## src/rtl/genevr_reg_pkg.sv

```systemverilog
// Shared definitions for the genevr register-bus master: AXI response codes,
// the timeout read-data pattern and the bridge FSM state encoding.
package genevr_reg_pkg;

  localparam logic [1:0]  RESP_OKAY   = 2'b00;
  localparam logic [1:0]  RESP_SLVERR = 2'b10;
  localparam logic [31:0] DEAD_DATA   = 32'hdead_beef;

  typedef enum logic [1:0] {
    ST_IDLE     = 2'd0,
    ST_BUS_WAIT = 2'd1,
    ST_WR_RESP  = 2'd2,
    ST_RD_RESP  = 2'd3
  } state_t;

endpackage

```

## src/rtl/genevr_reg_master.sv

```systemverilog
// AXI4-Lite slave to genevr req/ack register-bus bridge. Each single AXI read
// or write becomes exactly one register-bus transaction; partial-strobe writes
// are rejected with SLVERR without touching the bus.
// Optional macro GENEVR_REG_TIMEOUT_EN: abort a bus cycle after TIMEOUT_CYCLES
// without ack (reads return DEAD_DATA, both directions respond SLVERR).
module genevr_reg_master
  import genevr_reg_pkg::*;
#(
  parameter int unsigned AXI_DATA_WIDTH = 32,
  parameter int unsigned AXI_ADDR_WIDTH = 26,
  parameter int unsigned TIMEOUT_CYCLES = 256
) (
  input  logic                        clk,
  input  logic                        reset,
  input  logic [AXI_ADDR_WIDTH-1:0]   s_axi_awaddr,
  input  logic                        s_axi_awvalid,
  output logic                        s_axi_awready,
  input  logic [AXI_DATA_WIDTH-1:0]   s_axi_wdata,
  input  logic [AXI_DATA_WIDTH/8-1:0] s_axi_wstrb,
  input  logic                        s_axi_wvalid,
  output logic                        s_axi_wready,
  output logic [1:0]                  s_axi_bresp,
  output logic                        s_axi_bvalid,
  input  logic                        s_axi_bready,
  input  logic [AXI_ADDR_WIDTH-1:0]   s_axi_araddr,
  input  logic                        s_axi_arvalid,
  output logic                        s_axi_arready,
  output logic [AXI_DATA_WIDTH-1:0]   s_axi_rdata,
  output logic [1:0]                  s_axi_rresp,
  output logic                        s_axi_rvalid,
  input  logic                        s_axi_rready,
  output logic                        reg_req_out,
  output logic                        reg_rd_wr_L_out,
  output logic [AXI_ADDR_WIDTH-1:0]   reg_addr_out,
  output logic [AXI_DATA_WIDTH-1:0]   reg_wr_data_out,
  input  logic                        reg_ack_in,
  input  logic [AXI_DATA_WIDTH-1:0]   reg_rd_data_in
);

  if (TIMEOUT_CYCLES < 2) begin : g_bad_timeout
    $error("genevr_reg_master: TIMEOUT_CYCLES must be >= 2");
  end

  state_t state, state_n;

  logic                      aw_cap, aw_cap_n, w_cap, w_cap_n, ar_cap, ar_cap_n;
  logic [AXI_ADDR_WIDTH-1:0] aw_addr, aw_addr_n, ar_addr, ar_addr_n;
  logic [AXI_DATA_WIDTH-1:0] w_data, w_data_n;
  logic                      w_full, w_full_n;
  logic                      prio_wr, prio_wr_n;

  logic                      awready_n, wready_n, arready_n;
  logic                      bvalid_n, rvalid_n, req_n, rd_wr_L_n;
  logic [1:0]                bresp_n, rresp_n;
  logic [AXI_DATA_WIDTH-1:0] rdata_n, wr_data_n;
  logic [AXI_ADDR_WIDTH-1:0] addr_n;

  logic aw_hs, w_hs, ar_hs;
  logic wr_pend, rd_pend, grant_wr;

`ifdef GENEVR_REG_TIMEOUT_EN
  localparam int unsigned CNT_W = $clog2(TIMEOUT_CYCLES);
  logic [CNT_W-1:0] bus_cnt, bus_cnt_n;
`endif

  assign aw_hs = s_axi_awvalid && s_axi_awready;
  assign w_hs  = s_axi_wvalid  && s_axi_wready;
  assign ar_hs = s_axi_arvalid && s_axi_arready;

  // Next-state, capture and registered-output computation for the bridge FSM.
  always_comb begin
    state_n   = state;
    aw_cap_n  = aw_cap;
    w_cap_n   = w_cap;
    ar_cap_n  = ar_cap;
    aw_addr_n = aw_addr;
    ar_addr_n = ar_addr;
    w_data_n  = w_data;
    w_full_n  = w_full;
    prio_wr_n = prio_wr;
    bvalid_n  = s_axi_bvalid;
    bresp_n   = s_axi_bresp;
    rvalid_n  = s_axi_rvalid;
    rresp_n   = s_axi_rresp;
    rdata_n   = s_axi_rdata;
    req_n     = reg_req_out;
    rd_wr_L_n = reg_rd_wr_L_out;
    addr_n    = reg_addr_out;
    wr_data_n = reg_wr_data_out;
    wr_pend   = 1'b0;
    rd_pend   = 1'b0;
    grant_wr  = 1'b0;
`ifdef GENEVR_REG_TIMEOUT_EN
    bus_cnt_n = bus_cnt;
`endif

    case (state)
      ST_IDLE: begin
        if (aw_hs) begin
          aw_cap_n  = 1'b1;
          aw_addr_n = s_axi_awaddr;
        end
        if (w_hs) begin
          w_cap_n  = 1'b1;
          w_data_n = s_axi_wdata;
          w_full_n = &s_axi_wstrb;
        end
        if (ar_hs) begin
          ar_cap_n  = 1'b1;
          ar_addr_n = s_axi_araddr;
        end
        // Handshakes of this cycle count as captured so a launch can follow
        // the handshake edge directly.
        wr_pend  = aw_cap_n && w_cap_n;
        rd_pend  = ar_cap_n;
        grant_wr = wr_pend && (!rd_pend || prio_wr);
        // A still-high ack here is left over from the previous cycle.
        if (!reg_ack_in && (wr_pend || rd_pend)) begin
          prio_wr_n = !prio_wr;
`ifdef GENEVR_REG_TIMEOUT_EN
          bus_cnt_n = '0;
`endif
          if (grant_wr) begin
            aw_cap_n = 1'b0;
            w_cap_n  = 1'b0;
            if (!w_full_n) begin
              bvalid_n = 1'b1;
              bresp_n  = RESP_SLVERR;
              state_n  = ST_WR_RESP;
            end else begin
              req_n     = 1'b1;
              rd_wr_L_n = 1'b0;
              addr_n    = aw_addr_n;
              wr_data_n = w_data_n;
              state_n   = ST_BUS_WAIT;
            end
          end else begin
            ar_cap_n  = 1'b0;
            req_n     = 1'b1;
            rd_wr_L_n = 1'b1;
            addr_n    = ar_addr_n;
            state_n   = ST_BUS_WAIT;
          end
        end
      end

      ST_BUS_WAIT: begin
        if (reg_ack_in) begin
          req_n = 1'b0;
          if (reg_rd_wr_L_out) begin
            rdata_n  = reg_rd_data_in;
            rresp_n  = RESP_OKAY;
            rvalid_n = 1'b1;
            state_n  = ST_RD_RESP;
          end else begin
            bresp_n  = RESP_OKAY;
            bvalid_n = 1'b1;
            state_n  = ST_WR_RESP;
          end
        end
`ifdef GENEVR_REG_TIMEOUT_EN
        else if (bus_cnt == CNT_W'(TIMEOUT_CYCLES - 1)) begin
          req_n = 1'b0;
          if (reg_rd_wr_L_out) begin
            rdata_n  = AXI_DATA_WIDTH'(DEAD_DATA);
            rresp_n  = RESP_SLVERR;
            rvalid_n = 1'b1;
            state_n  = ST_RD_RESP;
          end else begin
            bresp_n  = RESP_SLVERR;
            bvalid_n = 1'b1;
            state_n  = ST_WR_RESP;
          end
        end else begin
          bus_cnt_n = bus_cnt + CNT_W'(1);
        end
`endif
      end

      ST_WR_RESP: begin
        if (s_axi_bready) begin
          bvalid_n = 1'b0;
          state_n  = ST_IDLE;
        end
      end

      ST_RD_RESP: begin
        if (s_axi_rready) begin
          rvalid_n = 1'b0;
          state_n  = ST_IDLE;
        end
      end

      default: state_n = ST_IDLE;
    endcase

    // Readys are registered, so they are derived from the next-cycle state.
    awready_n = (state_n == ST_IDLE) && !aw_cap_n;
    wready_n  = (state_n == ST_IDLE) && !w_cap_n;
    arready_n = (state_n == ST_IDLE) && !ar_cap_n && !(aw_cap_n ^ w_cap_n);
  end

  // State, capture and output registers with synchronous reset.
  always_ff @(posedge clk) begin
    if (reset) begin
      state           <= ST_IDLE;
      aw_cap          <= 1'b0;
      w_cap           <= 1'b0;
      ar_cap          <= 1'b0;
      aw_addr         <= '0;
      ar_addr         <= '0;
      w_data          <= '0;
      w_full          <= 1'b0;
      prio_wr         <= 1'b1;
      s_axi_awready   <= 1'b0;
      s_axi_wready    <= 1'b0;
      s_axi_arready   <= 1'b0;
      s_axi_bvalid    <= 1'b0;
      s_axi_bresp     <= '0;
      s_axi_rvalid    <= 1'b0;
      s_axi_rresp     <= '0;
      s_axi_rdata     <= '0;
      reg_req_out     <= 1'b0;
      reg_rd_wr_L_out <= 1'b0;
      reg_addr_out    <= '0;
      reg_wr_data_out <= '0;
`ifdef GENEVR_REG_TIMEOUT_EN
      bus_cnt         <= '0;
`endif
    end else begin
      state           <= state_n;
      aw_cap          <= aw_cap_n;
      w_cap           <= w_cap_n;
      ar_cap          <= ar_cap_n;
      aw_addr         <= aw_addr_n;
      ar_addr         <= ar_addr_n;
      w_data          <= w_data_n;
      w_full          <= w_full_n;
      prio_wr         <= prio_wr_n;
      s_axi_awready   <= awready_n;
      s_axi_wready    <= wready_n;
      s_axi_arready   <= arready_n;
      s_axi_bvalid    <= bvalid_n;
      s_axi_bresp     <= bresp_n;
      s_axi_rvalid    <= rvalid_n;
      s_axi_rresp     <= rresp_n;
      s_axi_rdata     <= rdata_n;
      reg_req_out     <= req_n;
      reg_rd_wr_L_out <= rd_wr_L_n;
      reg_addr_out    <= addr_n;
      reg_wr_data_out <= wr_data_n;
`ifdef GENEVR_REG_TIMEOUT_EN
      bus_cnt         <= bus_cnt_n;
`endif
    end
  end

endmodule

```

## config.mk

```make
export PLATFORM = sky130hd
export DESIGN_NAME = genevr_reg_master
export DESIGN_NICKNAME = d
export VERILOG_FILES = /design/src/rtl/genevr_reg_pkg.sv /design/src/rtl/genevr_reg_master.sv
export SDC_FILE = /design/constraint.sdc
export NUM_CORES = 1
export LEC_CHECK = 0
export CAP_MARGIN = 10
export CORE_AREA = 10 10 138 140
export CTS_BUF_LIST = sky130_fd_sc_hd__clkbuf_4
export DETAILED_ROUTE_END_ITERATION = 10
export DIE_AREA = 0 0 148 150
export GPL_TIMING_DRIVEN = 1
export HOLD_SLACK_MARGIN = 0.15
export PLACE_DENSITY = 0.81
export SLEW_MARGIN = 20
export SYNTH_ARGS = -nofsm -noshare
export SYNTH_HDL_FRONTEND = slang
export SYNTH_SLANG_ARGS = --single-unit
export TNS_END_PERCENT = 1
```

## constraint.sdc

```tcl
create_clock -name clk -period 2.8 [get_ports clk]
set_input_delay 0.56 -clock clk [delete_from_list [all_inputs] [get_ports clk]]
set_output_delay 0.56 -clock clk [all_outputs]
set_load 0.01 [all_outputs]
```

==> flow_summary.yaml, run 1 <==
placed_design:
  dpl.hpwl_mm: 17.0
  placed_cell_area_um2: 10400
  gp_congestion: 0.797
  io_buffers: 225
layout:
  fin_util_pct: 65.8
  design_area_um2: 10800
  nFillCells: 1445
  area_delta_synth_final_pct: 34.8
  nNetsFinal: 1379
  drive_above_1_share_pct: 7.83
routing:
  wl_mm: 24.5
  drt.antenna.violating_nets: 0
  vias_per_cell: 5.33
  highest_layer: "met4"
  wl_per_cell_um: 16.5
  routedLengthMet1_mm: 9.55
  drt_first_iter_violations: 541
  wl_met2_mm: 12.0
  drc: 0
  firstDrtPassIters: 6
  via_count: 7933
  met3_length_mm: 2.45
floorplanning:
  fp.dieH_um: 150
  dieWidth_um: 148
  core_area_um2: 16300
  pin_count: 229
  dieArea_um2: 22200
  std_cell_rows: 47
  initial_core_util_pct: 48.8
synthesis:
  synth_seq_cells: 189
  syn-instance-count: 1061
  syn_area_per_cell_um2: 7.52
  yosys.cell_types.count: 38
  synth_flop_cell: "dfxtp_1"
  syn-cell-area_um2: 7980
  synth_edf_count: 0
  ys_seq_area_share_pct: 47.4
  ys_warn_count: 0
  async_reset_ff_share_pct: 0
clocking:
  clockRootBuffer: "clkbuf_4"
  clk_latency_ps: 580
  cts_setup_buffers: 0
  cts_hold_buf: 0
  clkTransAtPathRegs_ps: 140
  cts_buffers: 17
  cts_tree: "done"
  clockBufferDepth: 2
  cts_sinks: 189
  h-tree-depth: 4
  post_cts_resized: 0
sta:
  hold_viol_final: 0
  slew_headroom_pct: 49.7
  fin_setup_tns_ps: 0
  finalCritPeriodShare_pct: 82.2
  tightest_slew_ps: 755
  setup_violations: 0
  clock_skew_ps: 19.9
  max_freq_mhz: 434
  post-route-min-period_ps: 2300
  grt_setup_unrepaired: "false"
  slew_viol_final: 0
setup_path:
  rrSetupSlack_ps: 700
  crit_path_end_kind: "output pin"
  arrival_ps: 1740
  cp_max_fo: 12
  critPathCapture: "s_axi_wready"
  worstReg2RegStart: "state[1]"
  reg2reg_depth: 5
  worst_setup_path_start_kind: "flip-flop"
  cp_data_required_time_ps: 2240
  path_class: "flip-flop to output pin"
  worstReg2RegEnd: "reg_wr_data_out[7]"
  crit_start: "s_axi_wready"
run:
  max_cap_violations: 0
power:
  p_leak_nw: 3.59
  peakVddDrop_mv: 0.374
  power.density_nw_per_um2: 613
global_routing:
  grt_pass1_vias: 7386
  grt_max_degree: 89
  grt_pass1_wl_mm: 38.0
  overflow: 0
  grt_usage_pct: 21.1
  antenna_found_initial: 4
min_path:
  hold_class: "flip-flop to flip-flop"
run_status:
  status: "completed"
==> layer usage <==
metal | GRT usage, % | vias to the layer above
li1 | - | 3908
met1 | 23.7 | 3684
met2 | 35.1 | 305
met3 | 9.00 | 36
met4 | 7.78 | 0
met5 | 0 | -
==> final cells by class <==
type | count | area [um^2] | share of cell area [%]
well taps | 220 | 275 | 2.56
clock buffers | 18 | 135 | 1.26
flip-flops and latches | 189 | 3780 | 35.2
multi-input cells | 788 | 3820 | 35.6
clock inverters | 14 | 190 | 1.77
diodes | 4 | 10.0 | 0.0931
repair buffers | 254 | 2530 | 23.6
inverters | 1 | 3.75 | 0.0349
==> state kept, by name, summed over array words and instances, names as in the netlist <==
| register | count |
|---|---|
| ar_cap | 1 |
| aw_addr | 26 |
| w_cap | 1 |
| ar_addr | 26 |
| prio_wr | 1 |
| s_axi_bvalid | 1 |
| s_axi_wready | 1 |
| reg_wr_data_out | 32 |
| s_axi_awready | 1 |
| w_full | 1 |
| s_axi_bresp | 1 |
| s_axi_rdata | 32 |
| state | 2 |
| w_data | 32 |
| reg_req_out | 1 |
| aw_cap | 1 |
| reg_addr_out | 26 |
| reg_rd_wr_L_out | 1 |
| s_axi_rvalid | 1 |
| s_axi_arready | 1 |
==> cell usage in the layout, fill, tap and decap left out, types with 5 or more instances in the layout <==
master	count
clkbuf_4	18
clkdlybuf4s50_1	224
nand3_1	114
buf_12	5
a21oi_1	144
nand2_1	405
dfxtp_1	189
buf_4	24
a311oi_2	28
nor2_1	51
a311oi_1	6
==> worst min path at each step <==
stage	startpoint	end	slack (ps)	cells past startpoint
after global routing	reg_rd_data_in[8]	s_axi_rdata[8]	480	3
final	s_axi_rdata[13]	s_axi_rdata[13]	460	2
after detailed placement	s_axi_rdata[4]	s_axi_rdata[4]	450	2
after CTS	reset	ar_cap	460	2
after floorplan	ar_addr[0]	ar_addr[0]	440	2
after global placement	s_axi_rdata[24]	s_axi_rdata[24]	440	2
==> worst max-delay path, stage by stage (launching register included) <==
cell and delay, ps:
dfxtp_1 400, buf_4 210, clkdlybuf4s50_1 560
==> metrics by stage <==
step	total power, W	hold slack (ps)	cells	worst slack [ps]
detailed placement	0.00498	446	1452	173
CTS	0.00663	460	1484	459
finish	0.00660	462	1488	498
global route	0.00695	476	1488	419
floorplan	0.00422	437	1063	827
global placement	0.00493	441	1452	238
==> report_power, final <==
part / leakage, nW / internal, W / switching, W
registers: 1.53 / 0.00293 / 0.000158
logic: 1.89 / 0.000724 / 0.00112
clock network: 0.175 / 0.000723 / 0.000948
total: 3.59 / 0.00437 / 0.00222
==> cell families after synthesis <==
| group | share of synthesized area (%) |
|---|---|
| AO/OA/AOI/OAI | 16.8 |
| XOR/XNOR | 0.220 |
| buffers and inverters | 4.98 |
| flip-flops | 47.4 |
| multiplexers | 0.282 |
| other | 0.0470 |
| AND/OR/NAND/NOR | 30.3 |
==> synth_stat cells (2+ instances only) <==
cell	instances	area [um^2]
a311oi_2	28	420
dfxtp_1	189	3780
a21oi_1	144	721
buf_4	8	60.1
nand3_1	114	571
a211oi_1	2	15.0
nand2_1	405	1520
a21o_1	3	22.5
nor2_1	51	191
nor3_1	5	25.0
buf_6	5	56.3
and3_1	2	12.5
a311oi_1	6	52.6
xor2_1	2	17.5
nand2b_1	2	12.5
nor3_2	2	20.0
and2_1	3	18.8
buf_2	6	30.0
clkbuf_1	65	244
Power figures use the tool's default switching activity.
==> run 2: changes to the inputs <==
--- a/config.mk
+++ b/config.mk
@@ -6,13 +6,13 @@
 export NUM_CORES = 1
 export LEC_CHECK = 0
 export CAP_MARGIN = 10
-export CORE_AREA = 10 10 138 140
+export CORE_AREA = 10 10 145 147
 export CTS_BUF_LIST = sky130_fd_sc_hd__clkbuf_4
 export DETAILED_ROUTE_END_ITERATION = 10
-export DIE_AREA = 0 0 148 150
+export DIE_AREA = 0 0 155 157
 export GPL_TIMING_DRIVEN = 1
 export HOLD_SLACK_MARGIN = 0.15
-export PLACE_DENSITY = 0.81
+export PLACE_DENSITY = 0.77
 export SLEW_MARGIN = 20
 export SYNTH_ARGS = -nofsm -noshare
 export SYNTH_HDL_FRONTEND = slang
==> constraint.sdc (replaced) <==
create_clock -name clk -period 1.89 [get_ports clk]
set_input_delay 0.378 -clock clk [delete_from_list [all_inputs] [get_ports clk]]
set_output_delay 0.378 -clock clk [all_outputs]
set_load 0.01 [all_outputs]
==> run 2 against run 1 <==
Against the previous run: wire length increased by 2.6%; clock power increased by 33%; highest routed layer unchanged; combinational power increased by 61%; setup slack got worse by 390 ps; critical path type is now flip-flop to flip-flop.
==> flow_summary.yaml, run 2 (synthesized netlist as in run 1, its figures left out) <==
setup_path:
  path_buf_inv: 1
  worstReg2RegStart: "state[1]"
  path_delay_family: "simple AND/OR/NAND/NOR gates"
  path_class: "flip-flop to flip-flop"
  cp_max_fo: 61
  worst_setup_path_start_kind: "flip-flop"
  cp.depth: 5
  cp_slowest_cell: "or3_1"
  worst_path_largest_cell_delay_ps: 450
  crit_path_end_kind: "flip-flop"
  cp_data_required_time_ps: 2380
  arrival_ps: 2280
  crit_start: "state[1]"
  crit_chain: "or3_1, nor3_4, buf_12, nor2_1, a311oi_2"
  reg2reg_depth: 5
power:
  total_power_w: 0.00971
  power.internal_w: 0.00624
  peakVddDrop_mv: 0.446
  p_leak_nw: 4.25
  p_sw_w: 0.00347
  p_seq_share_pct: 46.7
  power.density_nw_per_um2: 885
  swShare_pct: 35.8
  power_frac_clock_pct: 22.8
  pwr-share-comb_pct: 30.5
clocking:
  clockRootBuffer: "clkbuf_4"
  cts_sinks: 189
  cts_buffers: 17
  h-tree-depth: 4
  clockBufferDepth: 2
  clk_latency_ps: 580
  clkTransAtPathRegs_ps: 160
  cts_tree: "done"
sta:
  grt_setup_unrepaired: "true"
  slew_viol_final: 0
  clock_skew_ps: 25.1
  hold_viol_final: 0
  worst_slack_ps: 105
  fin_setup_tns_ps: 0
  setup_violations: 0
  post-route-min-period_ps: 1790
  finalCritPeriodShare_pct: 94.5
  max_freq_mhz: 560
global_routing:
  antenna_found_initial: 1
  grt_max_degree: 62
  overflow: 0
  grt_usage_pct: 20.4
  grt_pass1_wl_mm: 40.5
  grt_pass1_vias: 8061
floorplanning:
  fp.dieH_um: 157
  core_area_um2: 18300
  initial_core_util_pct: 43.5
  dieArea_um2: 24300
  dieWidth_um: 155
  pin_count: 229
  std_cell_rows: 50
layout:
  largestRegisters: "reg_wr_data_out x32, s_axi_rdata x32, w_data x32"
  fin_util_pct: 59.9
  drive_above_1_share_pct: 10.5
  multi_input_area_um2: 3820
  final_cell_mix: "nand2_1 (405), dfxtp_1 (187), a21oi_1 (144), clkdlybuf4s50_1 (126), nand3_1 (114)"
  nNetsFinal: 1414
  regArea_um2: 3790
  fin_cells: 1534
  area_delta_synth_final_pct: 37.5
  final_common_cell: "nand2_1"
  nFillCells: 1663
run:
  max_cap_violations: 0
min_path:
  min-delay-start: "reg_rd_data_in[12]"
  holdPathStages: 3
  hold_class: "input pin to flip-flop"
routing:
  drc: 0
  via_count: 8034
  drt.antenna.violating_nets: 0
  vias_per_cell: 5.24
  firstDrtPassIters: 5
  wl_mm: 25.1
  wl_per_cell_um: 16.4
  drt_first_iter_violations: 599
placed_design:
  placed_cells: 1499
  dp_slack_ps: -411
  io_buffers: 225
  dpl.hpwl_mm: 17.8
  gp_congestion: 0.807
run_status:
  status: "completed"
-- run 2: cell types whose count changed in the layout (fill, tap and decap cells not counted), moves of 3 or more --
cell and delta:
clkdlybuf4s50_1 -98, clkinvlp_4 +3, inv_8 +4, dlygate4sd2_1 +97
buf_4 +25, diode_2 -3, buf_12 +8, bufinv_16 -3
-- run 2: repair_timing --
action,in CTS,in global routing
endpoints found under the setup margin,98,3
endpoints found under the hold margin,15,0
pin swaps,0,0
resized for setup,101,1
hold buffers,1,0
buffers inserted,1,0
-- run 2: final timing paths --
check / end / slack [ps]
max: reg_wr_data_out[29] / 100
min: s_axi_rdata[12] / 330
max reg2reg: reg_wr_data_out[29] / 100
min reg2reg: s_axi_rdata[31] / 460
-- run 2: power groups by stage --
stage               Clock, W  Combinational [W]  Sequential, W
CTS                  0.00228            0.00298        0.00454
global route         0.00243            0.00326        0.00458
global placement           0            0.00296        0.00460
finish               0.00222            0.00296        0.00454
floorplan                  0            0.00162        0.00462
detailed placement         0            0.00302        0.00462
-- run 2: layer usage --
| layer | wire length [um] | vias to the layer above | track usage [%] | part of all wire, % |
|---|---|---|---|---|
| met5 | 0 | - | 0 | 0 |
| met4 | 801 | 0 | 9.13 | 3.2 |
| li1 | - | 3986 | - | - |
| met3 | 2290 | 44 | 7.31 | 9.1 |
| met2 | 12100 | 292 | 33.7 | 48 |
| met1 | 9870 | 3712 | 23.1 | 39 |
-- run 2: area by class of cell --
class / count / area share, %
Multi-Input combinational cell: 788 / 34.8
Sequential cell: 189 / 34.5
Timing Repair Buffer: 289 / 25.4
Tap cell: 234 / 2.67
Clock inverter: 15 / 1.40
Clock buffer: 17 / 1.16
Inverter: 1 / 0.0342
Antenna cell: 1 / 0.0228
-- run 2: metrics by stage --
stage | hold slack [ps] | instance area (um^2)
after CTS | 267 | 11000
final | 331 | 11000
after detailed placement | 446 | 10800
after global routing | 282 | 11000
after floorplan | 437 | 7990
after global placement | 441 | 10800
-- run 2: worst register-to-register path, cell delays in order (launching register included) --
cell	delay (ps)
dfxtp_1	340
or3_1	450
nor3_4	240
buf_12	300
nor2_1	130
a311oi_2	260
